[config.mk]
export PLATFORM = sky130hd
export DESIGN_NAME = repeated_subtraction_divider
export DESIGN_NICKNAME = d
export VERILOG_FILES = /design/src/rtl/repeated_subtraction_divider.sv
export SDC_FILE = /design/constraint.sdc
export NUM_CORES = 1
export LEC_CHECK = 0
export ABC_AREA = 1
export BUFFER_PORTS_ARGS = -buffer_cell sky130_fd_sc_hd__buf_2
export CORE_MARGIN = 3
export CORE_UTILIZATION = 60
export DETAILED_ROUTE_END_ITERATION = 7
export GPL_TIMING_DRIVEN = 0
export PLACE_DENSITY = 0.9
export RECOVER_POWER = 100
export SLEW_MARGIN = 15
export SYNTH_ARGS = -nofsm -noshare
export SYNTH_HDL_FRONTEND = slang
export SYNTH_SLANG_ARGS = --single-unit
[constraint.sdc]
create_clock -name clk -period 3.92 [get_ports clk]
set_input_delay 0.196 -clock clk [delete_from_list [all_inputs] [get_ports clk]]
set_output_delay 0.196 -clock clk [all_outputs]
set_load 0.005 [all_outputs]
[src/rtl/repeated_subtraction_divider.sv]
// repeated_subtraction_divider: unsigned divide by repeated subtraction, operands loaded over a shared data_in bus.
// Optional abort input is enabled by defining DIVIDER_ABORT_EN.
module repeated_subtraction_divider #(
    parameter int WIDTH = 16
) (
    input  logic             clk,
    input  logic             rst,
    input  logic             start,
    input  logic [WIDTH-1:0] data_in,
`ifdef DIVIDER_ABORT_EN
    input  logic             abort,
`endif
    output logic             busy,
    output logic             done,
    output logic [WIDTH-1:0] quotient,
    output logic [WIDTH-1:0] remainder,
    output logic             dbz
);
    localparam logic [1:0] IDLE   = 2'd0;
    localparam logic [1:0] LOAD_B = 2'd1;
    localparam logic [1:0] CHECK  = 2'd2;
    localparam logic [1:0] DONE   = 2'd3;

    logic [1:0]       r_state;
    logic [WIDTH-1:0] r_q;
    logic [WIDTH-1:0] r_r;
    logic [WIDTH-1:0] r_d;
    logic             r_dbz;
    logic             w_abort;
    logic             w_ge;

`ifdef DIVIDER_ABORT_EN
    assign w_abort = abort && (r_state == LOAD_B || r_state == CHECK);
`else
    assign w_abort = 1'b0;
`endif
    assign w_ge = r_r >= r_d;

    always_ff @(posedge clk) begin
        if (rst) begin
            r_state <= IDLE;
            r_q     <= '0;
            r_r     <= '0;
            r_d     <= '0;
            r_dbz   <= 1'b0;
        end else if (w_abort) begin
            r_state <= IDLE;
            r_dbz   <= 1'b0;
        end else begin
            case (r_state)
                IDLE: if (start) begin
                    r_r     <= data_in;
                    r_q     <= '0;
                    r_dbz   <= 1'b0;
                    r_state <= LOAD_B;
                end
                LOAD_B: begin
                    r_d     <= data_in;
                    r_state <= CHECK;
                end
                CHECK: if (r_d == '0) begin
                    r_dbz   <= 1'b1;
                    r_q     <= '1;
                    r_state <= DONE;
                end else if (w_ge) begin
                    r_r <= r_r - r_d;
                    r_q <= r_q + WIDTH'(1);
                end else begin
                    r_state <= DONE;
                end
                default: r_state <= IDLE;
            endcase
        end
    end

    assign busy      = r_state != IDLE;
    assign done      = r_state == DONE;
    assign quotient  = r_q;
    assign remainder = r_r;
    assign dbz       = r_dbz;
endmodule
==> impl_metrics.tcl, run 1 <==
set metrics [dict create \
    cp_common_cell "nand2_1" \
    cts_hold_buf 0 \
    post-cts-setup-buffer-count 0 \
    layout_commonest_cell "nand2_1" \
    die_h_um 84.4 \
    cts_max_level 2 \
    cts_tree "yes" \
    numCtsBuffers 5 \
    tns_ps 0 \
    setup_ws_ps 1220 \
    synthCells 622 \
    powerDensity_nw_per_um2 986 \
    holdCritStartpoint "rst" \
    multi_input_area_um2 2150 \
    timing.fmax_ghz 0.371 \
    stdcell_area_um2 4080 \
    synthesis.nets 663 \
    io_pins 54 \
    report.final.slew_viol_count 0 \
    grt_pass1_vias 3839 \
    mostFrequentLayoutCells "nand2_1 (196), inv_1 (98), nor2_1 (89)" \
    worstReg2RegEnd "remainder[0]" \
    vias 3969 \
    synth-edff-count 0 \
    p_sw_mw 2.18 \
    hold_depth 2 \
    drc_errors 0 \
    antenna_found_initial 0 \
    coreArea_um2 5710 \
    synth-async-reset-ratio 0 \
    fillerInstances 528 \
    hold_viol_final 0 \
    crit_path_end_kind "register" \
    ff_latch_area_um2 1020 \
    row_count 27 \
    drive_gt1_frac 0.101 \
    cts_root_buffer "clkbuf_8" \
    stdcell_count 755 \
    synth_seq_cells 51 \
    fin_crit_ps 2700 \
    finClkSkew_ps 11.8 \
    relSlewSlack 0.556 \
    slowest_delay_ps 470 \
    wl_per_cell_um 12.9 \
    crit_path_top_delay_cell "clkbuf_1" \
    crit_fanout 10 \
    switching_share 0.540 \
    ctsResizeCount 0 \
    holdPathEnd "dbz" \
    ff2ff_path_depth 14 \
    reg2reg_setup_slack_ps 1220 \
    ys_types 35 \
    peakVddDrop_mv 0.471 \
    grt_max_degree 17 \
    avgViaCountPerCell 5.26 \
    die_area_um2 7120 \
    dpl_worst_slack_ps 1680 \
    status "completed" \
    synth_ff_type "dfxtp_1" \
    routed_wl_mm 9.72 \
    placed_area_um2 4040 \
    worstPathCellList "ha_1 > inv_1 > fa_1 > nand2_1 > nand2_1 > nand3_1 > nand3_1 > nand2_1 > nand3_1 > nand3_1 > clkbuf_1 > nand2_1 > nand2_1 > nor2_1" \
    worst-endpoint-arrival_ps 2910 \
    clk_path_buf_depth 2 \
    critPathLaunchType "register" \
    grt_first_pass_wirelength_mm 17.0 \
    ant_nets 0 \
    io_buffers 53 \
    dp_hpwl_mm 7.41 \
    intPower_mw 1.85 \
    pwr-share-comb 0.694 \
    cap_violations 0 \
    total_leakage_power_nw 2.28 \
    hold_ws_ps 57.8 \
    avgSynthCellArea_um2 5.92 \
    clock_latency_ps 310 \
    grtUsageTotal 0.283 \
    die_width_um 84.4 \
    initial_core_util 0.645 \
    placed_cells 747 \
    setup_viol 0 \
    r2r-start "r_d[0]" \
    p_seq_frac 0.211 \
    drt_iter0_markers 376 \
    grt_setup_unrepaired "no" \
    clockPowerShare 0.095 \
    finalNetCount 723 \
    clkTransAtPathRegs_ps 110 \
    grt-ovfl-total 0 \
    path_class "reg -> reg" \
    place_congestion 0.947 \
    syn-cell-area_um2 3680 \
    syn2layout_area_growth_pct 10.8 \
    num_antenna_cells 0 \
    first_pass_iters 5 \
    hold_class "in -> reg" \
    worst_pin_slew_ps 666 \
    ys_seq_area_frac 0.277 \
    crit_required_ps 4130 \
    ys_warn_count 0 \
    cts.sinks 51 \
    fin_crit_sh 0.688 \
]
## worst max path at each step
stage / from / to / slack (ps) / depth (start not counted)
6_report: r_d[0] / remainder[0] / 1220 / 14
5_1_grt: r_d[0] / remainder[9] / 1030 / 14
4_1_cts: r_d[0] / quotient[7] / 1660 / 14
3_5_place_dp: r_d[0] / quotient[7] / 1680 / 14
3_3_place_gp: remainder[0] / quotient[10] / 1790 / 15
2_1_floorplan: remainder[0] / quotient[10] / 2000 / 15
## power by group through the flow
| stage | clock (mW) | combinational (mW) | sequential (mW) |
|---|---|---|---|
| after floorplan | 0 | 2.18 | 0.844 |
| after global placement | 0 | 2.77 | 0.848 |
| after detailed placement | 0 | 2.88 | 0.859 |
| after CTS | 0.381 | 2.90 | 0.848 |
| after global routing | 0.404 | 3.20 | 0.876 |
| final | 0.382 | 2.80 | 0.850 |
## metal layers
metal	wire length, µm	vias up	track usage	part of all wire
li1	-	2037	-	-
met1	4320	1756	0.374	0.44
met2	4480	154	0.478	0.46
met3	758	22	0.0373	0.078
met4	161	0	0.0892	0.017
met5	0	-	0	0
## area by class of cell
| class | count | share of cell area |
|---|---|---|
| well taps | 72 | 0.0221 |
| repair buffers | 53 | 0.0616 |
| plain buffers | 20 | 0.0199 |
| clock inverters | 3 | 0.0107 |
| flip-flops and latches | 51 | 0.250 |
| inverters | 100 | 0.0919 |
| clock buffers | 5 | 0.0169 |
| multi-input cells | 451 | 0.527 |
## worst max-delay path: cells and delay by family (launching register included)
family        cells  cell delay (ps)
simple gates     10             1100
fa+ha+maj         2              570
buf+inv           2              530
flops             1              400
## per-stage QoR
| step | utilization | power, mW |
|---|---|---|
| 2_1_floorplan | - | 3.03 |
| 3_3_place_gp | 0.708 | 3.62 |
| 6_report | 0.715 | 4.03 |
| 4_1_cts | 0.727 | 4.12 |
| 5_1_grt | 0.715 | 4.48 |
| 3_5_place_dp | 0.708 | 3.74 |
## registers in the layout, summed over array words and instances, names as in the netlist
name / cells
quotient: 16
r_d: 16
remainder: 16
r_state: 2
dbz: 1
## cells in the mapped netlist (3+ instances only)
| cell type | count | area [µm²] |
|---|---|---|
| o21ai_1 | 8 | 40.0 |
| o21a_1 | 3 | 22.5 |
| a31oi_1 | 4 | 25.0 |
| a21oi_1 | 32 | 160 |
| clkbuf_1 | 9 | 33.8 |
| nor2_1 | 89 | 334 |
| buf_6 | 4 | 45.0 |
| o21ai_0 | 29 | 145 |
| or2_2 | 7 | 43.8 |
| buf_2 | 6 | 30.0 |
| nand2_1 | 194 | 728 |
| inv_1 | 98 | 368 |
| nand3b_1 | 3 | 22.5 |
| nor3_1 | 3 | 15.0 |
| ha_1 | 21 | 263 |
| nand4_1 | 4 | 25.0 |
| nand3_1 | 35 | 175 |
| dfxtp_1 | 51 | 1020 |
## cells by family (layout without fill, tap and decap cells)
family / count (synthesis) / in the layout / synth area share
compound gates: 80 / 80 / 0.115
xor+xnor: 2 / 2 / 0.00475
fa+ha+maj: 22 / 22 / 0.0767
buf+inv: 120 / 181 / 0.133
flops: 51 / 51 / 0.277
simple gates: 347 / 347 / 0.393
(Power assumes the default switching activity.)
==> run 2: changes to the inputs <==
ABC_AREA = 0   (was 1)
CORE_UTILIZATION = 52   (was 60)
PLACE_DENSITY = 0.84   (was 0.9)
clock period = 2.25 ns   (was 3.92 ns; I/O delays follow)
==> run 2 against run 1 <==
  * The run now ends with setup timing left
  * Highest routed layer unchanged
  * Critical path depth shrank 2
  * Clock skew is 4.9 ps lower
  * Synthesized cell count shrank 36%
  * Synthesized area fell by 8.5%
  * Maximum frequency increased by 11%
  * Critical path type unchanged
  * Non-clock buffer count grew 20
  * Core utilization up 2.7 points
  * Sequential cell count unchanged
  * Sequential share of layout area shrank 2.1 points
==> impl_metrics.tcl, run 2 <==
set metrics [dict create \
    yosys.area_share.xor_xnor 0.0338 \
    endpoint "quotient[1]" \
    io_pins 54 \
    worstPathCellList "inv_2 > ha_4 > inv_2 > fa_2 > a21o_1 > a21oi_4 > a211oi_4 > nor4b_4 > nor2_4 > clkbuf_16 > o211ai_1 > a21oi_1" \
    drc_errors 0 \
    timing.fmax_ghz 0.410 \
    antenna_found_initial 0 \
    synth_fa_ha_area_frac 0.0839 \
    relSlewSlack 0.461 \
    dp_hpwl_mm 6.77 \
    cap_violations 0 \
    cts.sinks 51 \
    coreArea_um2 6100 \
    setup_ws_ps -189 \
    grtUsageTotal 0.274 \
    path_class "reg -> reg" \
    slowest_delay_ps 340 \
    yosys.area_share.simple 0.179 \
    crit_family "compound AO/OA/AOI/OAI gates" \
    ys_seq_area_frac 0.303 \
    io_buffers 52 \
    synth_top_family_by_area "compound AO/OA/AOI/OAI gates" \
    synthMuxAreaShare 0.0924 \
    place_congestion 0.921 \
    cp_common_cell "inv_2" \
    avgViaCountPerCell 6.63 \
    numCtsBuffers 5 \
    worst_pin_slew_ps 809 \
    finClkSkew_ps 6.93 \
    mostFrequentLayoutCells "buf_2 (53), dfxtp_1 (39), nor2_1 (37)" \
    synthCells 401 \
    num_antenna_cells 0 \
    cts_root_buffer "clkbuf_8" \
    synth_compound_area_frac 0.243 \
    layout_commonest_cell "buf_2" \
    fin_crit_sh 1.08 \
    clock_latency_ps 310 \
    cts_hold_buf 0 \
    startpoint "remainder[0]" \
    synth_area_leaders "dfxtp_1 (30%), mux2i_1 (8.9%), ha_1 (7.8%), a21oi_1 (5.3%), nor2_1 (5.1%)" \
    syn-cell-area_um2 3370 \
    grt_first_pass_wirelength_mm 16.4 \
    ant_nets 0 \
    syn2layout_area_growth_pct 34.2 \
    setup_viol 32 \
    violations "setup timing" \
    die_area_um2 7490 \
    grt_setup_unrepaired "yes" \
    finalNetCount 520 \
    grt_pass1_vias 3387 \
    reg2reg_setup_slack_ps -190 \
    crit_fanout 5 \
    synth-async-reset-ratio 0 \
    synth_area_leader_cell "dfxtp_1" \
    synthesis.nets 442 \
    die_h_um 86.5 \
    row_count 28 \
    grt_max_degree 14 \
    hold_class "in -> reg" \
    die_width_um 86.5 \
    synth.top_cell.area_share 0.303 \
    report.final.slew_viol_count 0 \
    status "complete, but fails checks" \
    vias 3667 \
    stdcell_area_um2 4530 \
    first_pass_iters 6 \
    critPathLaunchType "register" \
    r2r-start "remainder[0]" \
    crit_path_end_kind "register" \
    avgSynthCellArea_um2 8.41 \
    synth_seq_cells 51 \
    cts_max_level 2 \
    clk_path_buf_depth 2 \
    ys_warn_count 0 \
    ys_types 49 \
    ff2ff_path_depth 12 \
    crit_required_ps 2430 \
    drt_iter0_markers 393 \
    grt-ovfl-total 0 \
    critPathBufInv 3 \
    hold_ws_ps 54.3 \
    crit_path_top_delay_cell "dfxtp_2" \
    wl_per_cell_um 21.2 \
    worst-endpoint-arrival_ps 2620 \
    drive_gt1_frac 0.393 \
    routed_wl_mm 11.7 \
    synth_ff_type "dfxtp_1" \
    synth.top_cells.by_count "dfxtp_1 (51), nor2_1 (46), a21oi_1 (36), nand2_1 (35), mux2i_1 (30)" \
    fin_crit_ps 2440 \
    cp_num_cells 12 \
    synth.most_common_cell "dfxtp_1" \
    placed_area_um2 3740 \
    hold_viol_final 0 \
    fillerInstances 395 \
    cts_tree "yes" \
    worstReg2RegEnd "quotient[1]" \
    initial_core_util 0.553 \
    synth-edff-count 0 \
    clkTransAtPathRegs_ps 90 \
]
==> run 2: worst min-delay path: stages <==
cell and delay [ps]:
buf_2 90, mux2i_1 60, nor2_1 70
==> run 2: kinds of logic after synthesis <==
logic type	Yosys count
and+or+nand+nor	119
AOI/OAI and AO/OA	116
DFF	51
buffers and inverters	49
muxes	31
adders and majority gates	22
xor gates and xnor gates	13
==> run 2: how the worst min path moves through the flow <==
stage                          to  depth (start not counted)        start  slack [ps]
after floorplan           r_d[10]                          2  data_in[10]         260
after global placement    r_d[10]                          3  data_in[10]         360
after detailed placement  r_d[13]                          3  data_in[13]         370
after CTS                 r_d[13]                          3  data_in[13]          60
after global routing      r_d[13]                          3  data_in[13]          90
final                      r_d[5]                          3   data_in[5]          50
==> run 2: stage by stage <==
step | TNS, ps | worst slack [ps] | cells | utilization
2_1_floorplan | -21.5 | -18.6 | 401 | -
3_3_place_gp | -4260 | -180 | 528 | 0.614
3_5_place_dp | -6220 | -256 | 528 | 0.614
4_1_cts | -3920 | -172 | 546 | 0.669
5_1_grt | -4740 | -247 | 553 | 0.743
6_report | -2910 | -189 | 553 | 0.743
==> run 2: metal layers <==
metal | wire length [µm] | track usage | up-vias
met5 | 0 | 0 | -
met4 | 623 | 0.132 | 0
met3 | 1120 | 0.0580 | 83
met2 | 5590 | 0.471 | 285
met1 | 4390 | 0.325 | 1713
li1 | - | - | 1586
==> run 2: layout make-up <==
| type | instances | area (µm²) | area share |
|---|---|---|---|
| Sequential cell | 51 | 1040 | 0.229 |
| Inverter | 27 | 101 | 0.0224 |
| Timing Repair Buffer | 71 | 470 | 0.104 |
| Multi-Input combinational cell | 301 | 2600 | 0.574 |
| Clock buffer | 6 | 72.6 | 0.0160 |
| Buffer | 22 | 155 | 0.0343 |
| Tap cell | 75 | 93.8 | 0.0207 |
==> run 2: repair_timing <==
action,4_1_cts,5_1_grt
buffers inserted,8,6
pin swaps,29,30
gates resized for setup,39,82
setup endpoints to repair,34,34
gates cloned,4,1
hold endpoints to repair,0,0
Power of run 2 is not shown: default switching activity piles up to over one toggle a cycle in this logic, so the estimate is an artifact.
==> run 3: changes to the inputs <==
PLACE_DENSITY = 0.77   (was 0.84)
==> run 3 against run 2 <==
  * Routed wire length fell by 19%
  * The flow still finishes with violations (setup timing)
  * Critical endpoint is now remainder[14]
  * Final cell count down 0.90%
  * Critical path depth is the same
  * Largest cell class unchanged
  * Via count shrank 12%
  * Clock skew fell by 0.96 ps
  * Clock-buffer cell count stayed put
  * Worst hold slack about the same
  * First-iteration DRC count is 27% lower
  * Core utilization is 4.5 points lower
  * Final area shrank 6.1%
  * Register-to-register slack barely moved
==> impl_metrics.tcl, run 3 (same netlist as run 2, synthesis figures left out) <==
set metrics [dict create \
    cts_max_level 2 \
    avgViaCountPerCell 5.92 \
    worst_pin_slew_ps 770 \
    critPathLaunchType "register" \
    status "complete, but fails checks" \
    timing.fmax_ghz 0.410 \
    grt_first_pass_wirelength_mm 15.1 \
    grt_setup_unrepaired "yes" \
    syn2layout_area_growth_pct 26.1 \
    io_pins 54 \
    report.final.slew_viol_count 0 \
    ant_nets 0 \
    relSlewSlack 0.487 \
    crit_required_ps 2420 \
    crit_path_end_kind "register" \
    dp_hpwl_mm 6.35 \
    drt_iter0_markers 288 \
    place_congestion 0.903 \
    grt_use_met1 0.323 \
    num_antenna_cells 0 \
    hold_ws_ps 54.1 \
    layout_commonest_cell "dfxtp_1" \
    routed_wl_mm 9.51 \
    intPower_mw 4.12 \
    setup_ws_ps -187 \
    cts_root_buffer "clkbuf_8" \
    grt-ovfl-total 0 \
    p_sw_mw 4.04 \
    finClkSkew_ps 5.97 \
    use_met3 0.0342 \
    peakVddDrop_mv 1.29 \
    io_buffers 52 \
    stdcell_area_um2 4250 \
    coreArea_um2 6100 \
    grt_pass1_vias 3118 \
    p_seq_frac 0.195 \
    clk_path_buf_depth 2 \
    clockPowerShare 0.063 \
    cts.sinks 51 \
    fin_crit_ps 2440 \
    cap_violations 0 \
    mostFrequentLayoutCells "dfxtp_1 (47), buf_2 (38), nor2_1 (36)" \
    path_class "reg -> reg" \
    placed_area_um2 3740 \
    row_count 28 \
    hold_viol_final 0 \
    pwr-share-comb 0.743 \
    die_area_um2 7490 \
    vias 3243 \
    die_h_um 86.5 \
    grtUsageTotal 0.252 \
    clock_latency_ps 310 \
    numCtsBuffers 5 \
    initial_core_util 0.553 \
    finalNetCount 515 \
    violations "setup timing" \
    antenna_found_initial 0 \
    wl_per_cell_um 17.4 \
    grt_max_degree 14 \
    setup_viol 33 \
    hold_class "in -> reg" \
    total_leakage_power_nw 1.62 \
    worst-endpoint-arrival_ps 2610 \
    crit_fanout 2 \
    fin_crit_sh 1.08 \
    switching_share 0.495 \
    first_pass_iters 5 \
    cts_tree "yes" \
    clkTransAtPathRegs_ps 90 \
    gr-max-usage-layer "met2" \
    grtUsageMet2 0.444 \
    powerDensity_nw_per_um2 1920 \
    die_width_um 86.5 \
    drc_errors 0 \
    drive_gt1_frac 0.304 \
]
[run 3: cell type report]
class                           instances  area [µm²]
Multi-Input combinational cell        301        2410
Clock buffer                            6        72.6
Fill cell                             487        1840
Buffer                                 22         160
Tap cell                               75        93.8
Sequential cell                        51        1030
Inverter                               27         101
Timing Repair Buffer                   66         382
[run 3: worst max-delay path, stage by stage, from the launching register on]
cell and delay (ps):
dfxtp_2 330, inv_2 70, ha_4 130, inv_2 40
fa_2 350, a21o_1 230, buf_4 140, a311o_1 340
a21oi_2 210, o31ai_2 100, xor2_1 140, mux2i_1 140
a211oi_1 80
[run 3: path summary, 6_finish.rpt]
check	slack, ps	to	cells past startpoint	start
worst max-delay path	-190	remainder[14]	12	remainder[0]
worst min-delay path	50	r_d[10]	3	data_in[10]
worst max register to register	-190	remainder[14]	12	remainder[0]
worst min register to register	520	dbz	2	dbz
[run 3: stage by stage]
step / setup TNS, ps / total power [mW] / worst slack, ps / utilization / instances
6_report: -3440 / 8.16 / -187 / 0.698 / 548
5_1_grt: -6580 / 8.73 / -303 / 0.698 / 548
4_1_cts: -3410 / 7.79 / -168 / 0.683 / 547
3_5_place_dp: -5190 / 6.37 / -220 / 0.614 / 528
3_3_place_gp: -4100 / 6.27 / -180 / 0.614 / 528
2_1_floorplan: -21.5 / 5.24 / -18.6 / - / 401
[run 3: metal layers]
layer	vias to the layer above	part of all wire	wire length (µm)
li1	1577	-	-
met1	1527	0.42	4040
met2	127	0.50	4790
met5	-	0	0
met3	12	0.058	548
met4	0	0.014	132
[run 3: power groups by stage]
stage / combinational [mW] / clock, mW / sequential (mW)
after detailed placement: 4.83 / 0 / 1.54
after global placement: 4.75 / 0 / 1.52
final: 6.06 / 0.512 / 1.59
after CTS: 5.73 / 0.512 / 1.55
after floorplan: 3.74 / 0 / 1.50
after global routing: 6.54 / 0.556 / 1.64
[run 3: repair_timing]
item / 4_1_cts / 5_1_grt
gates cloned: 2 / 0
pin swaps: 25 / 8
hold buffers: 0 / 0
gates resized for setup: 56 / 25
buffers inserted: 11 / 1
endpoints found under the setup margin: 34 / 34
